**config.mk**
```make
export PLATFORM = sky130hd
export DESIGN_NAME = dense_layer_ctrl
export DESIGN_NICKNAME = d
export VERILOG_FILES = /design/src/rtl/cnn1d_pkg.sv /design/src/rtl/dense_layer_ctrl.sv
export SDC_FILE = /design/constraint.sdc
export NUM_CORES = 1
export LEC_CHECK = 0
export ABC_CLOCK_PERIOD_IN_PS = 4900
export CORE_AREA = 5 5 144 146
export DETAILED_ROUTE_END_ITERATION = 10
export DIE_AREA = 0 0 149 151
export GPL_ROUTABILITY_DRIVEN = 0
export PLACE_DENSITY = 0.87
export SLEW_MARGIN = 10
export SYNTH_ARGS = -nofsm -noshare
export SYNTH_HDL_FRONTEND = slang
export SYNTH_SLANG_ARGS = --single-unit
```
**constraint.sdc**
```tcl
create_clock -name clk -period 4.9 [get_ports clk]
set_input_delay 0.49 -clock clk [delete_from_list [all_inputs] [get_ports clk]]
set_output_delay 0.49 -clock clk [all_outputs]
set_load 0.05 [all_outputs]
```
**src/rtl/cnn1d_pkg.sv**
```systemverilog
// Shared constants for the 1-D CNN datapath.
package cnn1d_pkg;
  parameter int unsigned DATA_WIDTH = 16;
endpackage

```
**src/rtl/dense_layer_ctrl.sv**
```systemverilog
// Sequencer that walks one shared neuron across all outputs of a dense layer.
// Optional ReLU on collected results: define DENSE_LAYER_CTRL_RELU_EN.
module dense_layer_ctrl
  import cnn1d_pkg::*;
#(
  parameter int unsigned NUM_INPUTS  = 4,
  parameter int unsigned NUM_NEURONS = 4,
  parameter int unsigned ADDR_WIDTH  = (NUM_NEURONS > 1) ? $clog2(NUM_NEURONS) : 1
) (
  input  logic                                   clk,
  input  logic                                   rst,
  output logic                                   layer_ready_in,
  input  logic                                   layer_valid_in,
  input  logic [NUM_INPUTS-1:0][DATA_WIDTH-1:0]  layer_data_in,
  output logic                                   wt_rd_en,
  output logic [ADDR_WIDTH-1:0]                  wt_rd_addr,
  input  logic [NUM_INPUTS-1:0][DATA_WIDTH-1:0]  wt_rd_weights,
  input  logic [DATA_WIDTH-1:0]                  wt_rd_bias,
  input  logic                                   nrn_ready_in,
  output logic                                   nrn_valid_in,
  output logic [NUM_INPUTS-1:0][DATA_WIDTH-1:0]  nrn_data_in,
  output logic [NUM_INPUTS-1:0][DATA_WIDTH-1:0]  nrn_weights,
  output logic [DATA_WIDTH-1:0]                  nrn_bias,
  input  logic                                   nrn_valid_out,
  input  logic [DATA_WIDTH-1:0]                  nrn_data_out,
  output logic                                   nrn_ready_out,
  input  logic                                   layer_ready_out,
  output logic                                   layer_valid_out,
  output logic [NUM_NEURONS-1:0][DATA_WIDTH-1:0] layer_data_out
);

  localparam int unsigned CntWidth = $clog2(NUM_NEURONS + 1);
  localparam logic [ADDR_WIDTH-1:0] LastIdx = ADDR_WIDTH'(NUM_NEURONS - 1);
  localparam logic [CntWidth-1:0] AllDone = CntWidth'(NUM_NEURONS);

  typedef enum logic [2:0] {StIdle, StFetch, StLoad, StIssue, StDrain, StOut} state_e;

  state_e state_q, state_d;
  logic [ADDR_WIDTH-1:0] issue_cnt_q, issue_cnt_d;
  logic [CntWidth-1:0] collect_cnt_q, collect_cnt_d;
  logic [NUM_INPUTS-1:0][DATA_WIDTH-1:0] in_buf_q, in_buf_d;
  logic [NUM_INPUTS-1:0][DATA_WIDTH-1:0] wt_buf_q, wt_buf_d;
  logic [DATA_WIDTH-1:0] bias_buf_q, bias_buf_d;
  logic [NUM_NEURONS-1:0][DATA_WIDTH-1:0] out_buf_q, out_buf_d;

  logic accept, issue_hs, collect;
  logic [DATA_WIDTH-1:0] result_stored;
  logic [ADDR_WIDTH-1:0] collect_idx;

  assign accept      = layer_valid_in & layer_ready_in;
  assign issue_hs    = nrn_valid_in & nrn_ready_in;
  assign collect     = nrn_valid_out & nrn_ready_out;
  assign collect_idx = collect_cnt_q[ADDR_WIDTH-1:0];

`ifdef DENSE_LAYER_CTRL_RELU_EN
  assign result_stored = nrn_data_out[DATA_WIDTH-1] ? '0 : nrn_data_out;
`else
  assign result_stored = nrn_data_out;
`endif

  always_ff @(posedge clk) begin
    if (rst) begin
      state_q       <= StIdle;
      issue_cnt_q   <= '0;
      collect_cnt_q <= '0;
      in_buf_q      <= '0;
      wt_buf_q      <= '0;
      bias_buf_q    <= '0;
      out_buf_q     <= '0;
    end else begin
      state_q       <= state_d;
      issue_cnt_q   <= issue_cnt_d;
      collect_cnt_q <= collect_cnt_d;
      in_buf_q      <= in_buf_d;
      wt_buf_q      <= wt_buf_d;
      bias_buf_q    <= bias_buf_d;
      out_buf_q     <= out_buf_d;
    end
  end

  // Results come back strictly in issue order, so a running count is the slot index.
  always_comb begin
    issue_cnt_d   = issue_cnt_q;
    collect_cnt_d = collect_cnt_q;
    in_buf_d      = in_buf_q;
    wt_buf_d      = wt_buf_q;
    bias_buf_d    = bias_buf_q;
    out_buf_d     = out_buf_q;
    if (accept) begin
      in_buf_d      = layer_data_in;
      issue_cnt_d   = '0;
      collect_cnt_d = '0;
    end
    if (state_q == StLoad) begin
      wt_buf_d   = wt_rd_weights;
      bias_buf_d = wt_rd_bias;
    end
    if (issue_hs) issue_cnt_d = issue_cnt_q + 1'b1;
    if (collect) begin
      out_buf_d[collect_idx] = result_stored;
      collect_cnt_d          = collect_cnt_q + 1'b1;
    end
  end

  always_comb begin
    state_d = state_q;
    case (state_q)
      StIdle:  if (accept) state_d = StFetch;
      StFetch: state_d = StLoad;
      StLoad:  state_d = StIssue;
      StIssue: if (issue_hs) state_d = (issue_cnt_q < LastIdx) ? StFetch : StDrain;
      StDrain: if (collect_cnt_d == AllDone) state_d = StOut;
      StOut:   if (layer_ready_out) state_d = StIdle;
      default: state_d = StIdle;
    endcase
  end

  always_comb begin
    layer_ready_in  = 1'b0;
    wt_rd_en        = 1'b0;
    nrn_valid_in    = 1'b0;
    nrn_ready_out   = 1'b0;
    layer_valid_out = 1'b0;
    case (state_q)
      StIdle:  layer_ready_in = ~rst;
      StFetch: begin
        wt_rd_en      = 1'b1;
        nrn_ready_out = 1'b1;
      end
      StLoad:  nrn_ready_out = 1'b1;
      StIssue: begin
        nrn_valid_in  = 1'b1;
        nrn_ready_out = 1'b1;
      end
      StDrain: nrn_ready_out = 1'b1;
      StOut:   layer_valid_out = 1'b1;
      default: ;
    endcase
  end

  assign wt_rd_addr     = issue_cnt_q;
  assign nrn_data_in    = in_buf_q;
  assign nrn_weights    = wt_buf_q;
  assign nrn_bias       = bias_buf_q;
  assign layer_data_out = out_buf_q;

endmodule

```
## Word-level counts from Yosys, hierarchy flattened

Cells that the tools add are included.

| word-level totals | value |
|---|---|
| flip-flop bits (word level) | 216 |
| input port bits | 166 |
| logic and storage cells | 58 |
| output and inout bits | 215 |

| operators by class | value |
|---|---|
| add/subtract/negate cells | 2 |
| order comparisons | 3 |
| reductions and logical operators | 5 |
| mux-type cells | 18 |
| bitwise operators | 4 |
| eq/ne operators | 10 |

Operators with widths:

| operator | number |
|---|---|
| $bwmux 64 | 1 |
| $demux 16 s2 | 1 |
| $mux 3 | 7 |
| $pmux 3 s6 | 1 |
| $mux 16 | 1 |
| $eq 3x3->1 const B | 3 |
| $ne 2x2->1 const B | 4 |
| $eq 3x2->1 const B | 2 |
| $mux 1 | 5 |
| $mux 2 | 2 |
| $reduce_and 4->1 | 1 |
| $reduce_or 4->1 | 1 |
| $add 3x1->3 const B | 1 |
| $and 1x1->1 | 3 |
| $eq 3x1->1 const B | 1 |
| $logic_not 3->1 | 1 |
| $lt 2x3->1 const B | 1 |
| $add 2x1->2 const B | 1 |
| $ge 2x1->1 const B | 1 |
| $lt 2x2->1 const B | 1 |
| $reduce_bool 2->1 | 1 |
| $logic_and 1x1->1 | 1 |
| $not 1->1 | 1 |

## Longest topological paths before layout

| depth | value |
|---|---|
| depth after elaboration | 8 |
| mapped depth | 7 |

## Least setup slack after synthesis

Ideal clock, no wire load.

| timing path | value |
|---|---|
| path kind | flip-flop to output port |
| start point | register state_q[1] |
| end point | output port nrn_valid_in |
| stages on the path, launching flop included | 3 |
| buffers on the path | 1 |
| required time | 4.410 ns |
| path slack | 2.565 ns |
| arrival | 1.845 ns |
| cell sequence | dfxtp_1 buf_2 nor3b_1 |

| between the ends | value |
|---|---|
| longest elaborated chain between the ends | 2 |

RTL lines:

| item | line | text |
|---|---|---|
| start: declaration | dense_layer_ctrl.sv:38 | `state_e state_q, state_d;` |
| start signal: assignment | dense_layer_ctrl.sv:63 | `state_q <= StIdle;` |
| start signal: assignment | dense_layer_ctrl.sv:71 | `state_q <= state_d;` |
| $eq 3x2->1 | dense_layer_ctrl.sv:124 | `case (state_q)` |
| $mux 1 | dense_layer_ctrl.sv:124 |  |
| end: declaration | dense_layer_ctrl.sv:20 | `output logic nrn_valid_in,` |

Every way passes these cells.

## Worst setup path after layout

| timing path | value |
|---|---|
| start point | register state_q[2] |
| end point | output port nrn_ready_out |

| between the ends | value |
|---|---|
| longest elaborated chain between the ends | 3 |
| elaborated cells between the ends (all ways) | 6 |
| classes of those cells | eq/ne (4); mux (1); reduce/logical (1) |

RTL lines:

| item | line | text |
|---|---|---|
| $eq 3x2->1 (tied with other cells) | dense_layer_ctrl.sv:124 |  |
| $reduce_or 4->1 (no line) (*) | -- |  |
| $mux 1 (*) | dense_layer_ctrl.sv:124 |  |
| end: declaration | dense_layer_ctrl.sv:26 | `output logic nrn_ready_out,` |

Mark *: on every way between the ends. The rest lies on a longest branch, timed or not.

==> run metrics <==
DR iter-0 viols=299; Die H=151 um; most common cell after layout, fill and taps aside=clkdlybuf4s50_1; vias per inst=4.845; area of the mapped netlist=between 7000 and 8000 sq um; TritonRoute pass-1 iters=4; non-filler cells in the finished layout=1533; Critical Path End=nrn_ready_out; CP cell instances=or3_1, and2_2, clkdlybuf4s50_1; FP Rows=approximately 50; post-layout utilization of the core=65.21%; final setup fails=0; Die ar.=around 22000 sq um; crit path from=state_q[2]; critical path capture point type=primary output; CP peak stage delay=840 ps; Slew Limit Fails=0; mean post-synth cell area=8.732 sq um; largest cells by area after synthesis=dfxtp_1 (55%), nand2_1 (14%), mux2i_1 (8.3%); Yosys cell types=36; worst reg2reg path depth=4; most frequent cells in the layout=clkdlybuf4s50_1 (379), nand2_1 (290), dfxtp_1 (216); CTS Sinks=216; first-pass GRT wire length=38670 um; gr ovfl total=0; Antenna Nets Post-Route=0; Int Power=3.422 mW; CTS HTree Levels=1; worst slew pin tran=991.8 ps; setup TNS=0 ps; Nets=1421; worst reg2reg endpoint=nrn_weights[32]; Slew HR=33.64%; worst skew pair latency=around 510 ps; drt drc=0; Final Hold Viols=0; sequential share of the synthesized area=54.90%; post-place instance area=11660 sq um; YS warnings=0; sw power=~1.3 mW; largest net degree at the start of global routing=94; Final HPWL DP=17590 um; status=finished clean; PortBufs=380; Top delay family on crit path=buffers and inverters; hold crit path type=flop to flop; Pwr per Cell Area=375.4 nW/um^2; dpl ws=2244 ps; GRT Total Usage=21.06%; RSZ-0062 raised after global routing=false; share of layout cells above drive strength 1=~5.0%; Syn Inst Count=around 900; Crit Path Category=flop to primary output; post-cts hold buffer count=0; Synth area leader=dfxtp_1; combinational share of power=18.2%; Core Area=19270 sq um; post-synth top area share=between 50% and 60%; Initial Utilization=40.87%; fin crit period=between 3000 and 4000 ps; part of the cycle the worst path needs=64.96%; R2R Setup Slk=2540 ps; CP Launch Type=flop; Ant. Diodes=0; WHS=around 450 ps; Sw Ratio=27.45%; #FFs+latches synth=216; number of setup buffers added after CTS=0; Pwr Total=4.717 mW; CP Depth=3; Die Span X=between 100 and 150 um; CTS tree=done; drt wl/cell=16.56 um; Clock Pin Slew Worst Setup and Hold Paths=60 ps; Longest Clk Path Bufs=3; I/O pin count=381; Clk pwr share=41.7%; final WL=25390 um; Seq pwr share=40.2%; launching point of the worst reg2reg path=state_q[1]; placed cell count=1488; vias in the first global route=around 7200; initial antenna violation count=0; critical path arrival=2690 ps; Max-Cap Viols=0; CP bufs+invs=1; Final Skew=14.67 ps; Fillers=about 1500; Layout Area Growth over Synthesis=59.54%; f_max=314.2 MHz; peak supply drop=~0.31 mV; total number of vias=7427; leakage power=5.256 nW; Resized Gates After CTS=0; CP Data Required Time=4410 ps; total CTS buffers=24; PnR worst setup slack=1717 ps; Syn Nets=1073; fin area=between 10000 and 15000 sq um; CP Max Fanout=12; Crit-path slowest cell=clkdlybuf4s50_1; Clock Tree Root=clkbuf_16
Yosys cell counts (all sizes together):
| cell | n |
|---|---|
| buf | 29 |
| nand3 | 69 |
| ha | 5 |
| a31oi | 3 |
| clkbuf | 29 |
| a32oi | 1 |
| and2 | 3 |
| a311o | 1 |
| nor3b | 1 |
| nand2 | 292 |
| nand4 | 4 |
| o32a | 1 |
| dfxtp | 216 |
| or2 | 2 |
| inv | 6 |
| mux2i | 65 |
| o32ai | 1 |
| nand2b | 1 |
| and4 | 1 |
| a21oi | 87 |
| nor2b | 1 |
| o21ai | 2 |
| and4b | 1 |
| a22oi | 1 |
| or3 | 1 |
| nor3 | 1 |
| xor2 | 1 |
| nor2 | 70 |
| dlygate4sd1 | 6 |
| nor4 | 1 |
state kept, by name, summed over array words and instances (netlist names):
signal / cells
collect_cnt_q: 3
layer_data_out: 64
nrn_bias: 16
nrn_data_in: 64
nrn_weights: 64
state_q: 3
wt_rd_addr: 2
layout make-up:
| cell class | instances | area (sq um) | share of cell area [%] |
|---|---|---|---|
| Multi-Input combinational cell | 616 | 3146 | 25.03 |
| Clock buffer | 32 | 691.9 | 5.506 |
| Sequential cell | 216 | 4324 | 34.41 |
| Timing Repair Buffer | 386 | 3859 | 30.71 |
| Clock inverter | 12 | 191.4 | 1.523 |
| Tap cell | 265 | 331.6 | 2.639 |
| Inverter | 6 | 22.52 | 0.1792 |
cells by family after synthesis:
logic type / after synthesis / share of synthesized area (%)
compound gates: 97 / 6.609
simple gates: 448 / 24.07
flops: 216 / 54.90
buf+inv: 70 / 5.258
mux: 65 / 8.260
fa+ha+maj: 5 / 0.7943
xor+xnor: 1 / 0.1112
worst min-delay path by stage:
stage | from | end | slack [ps] | cells past startpoint
4_1_cts | nrn_bias[0] | nrn_bias[0] | 450 | 2
5_1_grt | nrn_weights[14] | nrn_weights[14] | 470 | 2
6_report | nrn_weights[47] | nrn_weights[47] | 450 | 2
2_1_floorplan | collect_cnt_q[1] | collect_cnt_q[1] | 490 | 2
3_5_place_dp | nrn_data_in[9] | nrn_data_in[9] | 440 | 2
3_3_place_gp | nrn_bias[15] | nrn_bias[15] | 440 | 2
per-layer routing:
metal  GRT usage (%)  share of wire [%]
met5               0                  0
met4           7.277                3.4
met1           23.64                 37
met2           37.14                 50
met3           7.481                9.3
power groups by stage:
stage	clock network [mW]	registers, mW	logic (mW)
finish	1.97	1.89	0.856
global route	2.08	1.90	0.902
CTS	2.01	1.89	0.861
detailed placement	0	1.93	0.853
global placement	0	1.93	0.844
floorplan	0	2.22	0.208
worst min-delay path, stage by stage, from the launching register on:
cell     delay [ps]
dfxtp_1         300
nand2_1          50
a21oi_1          50
(Power assumes the default switching activity.)
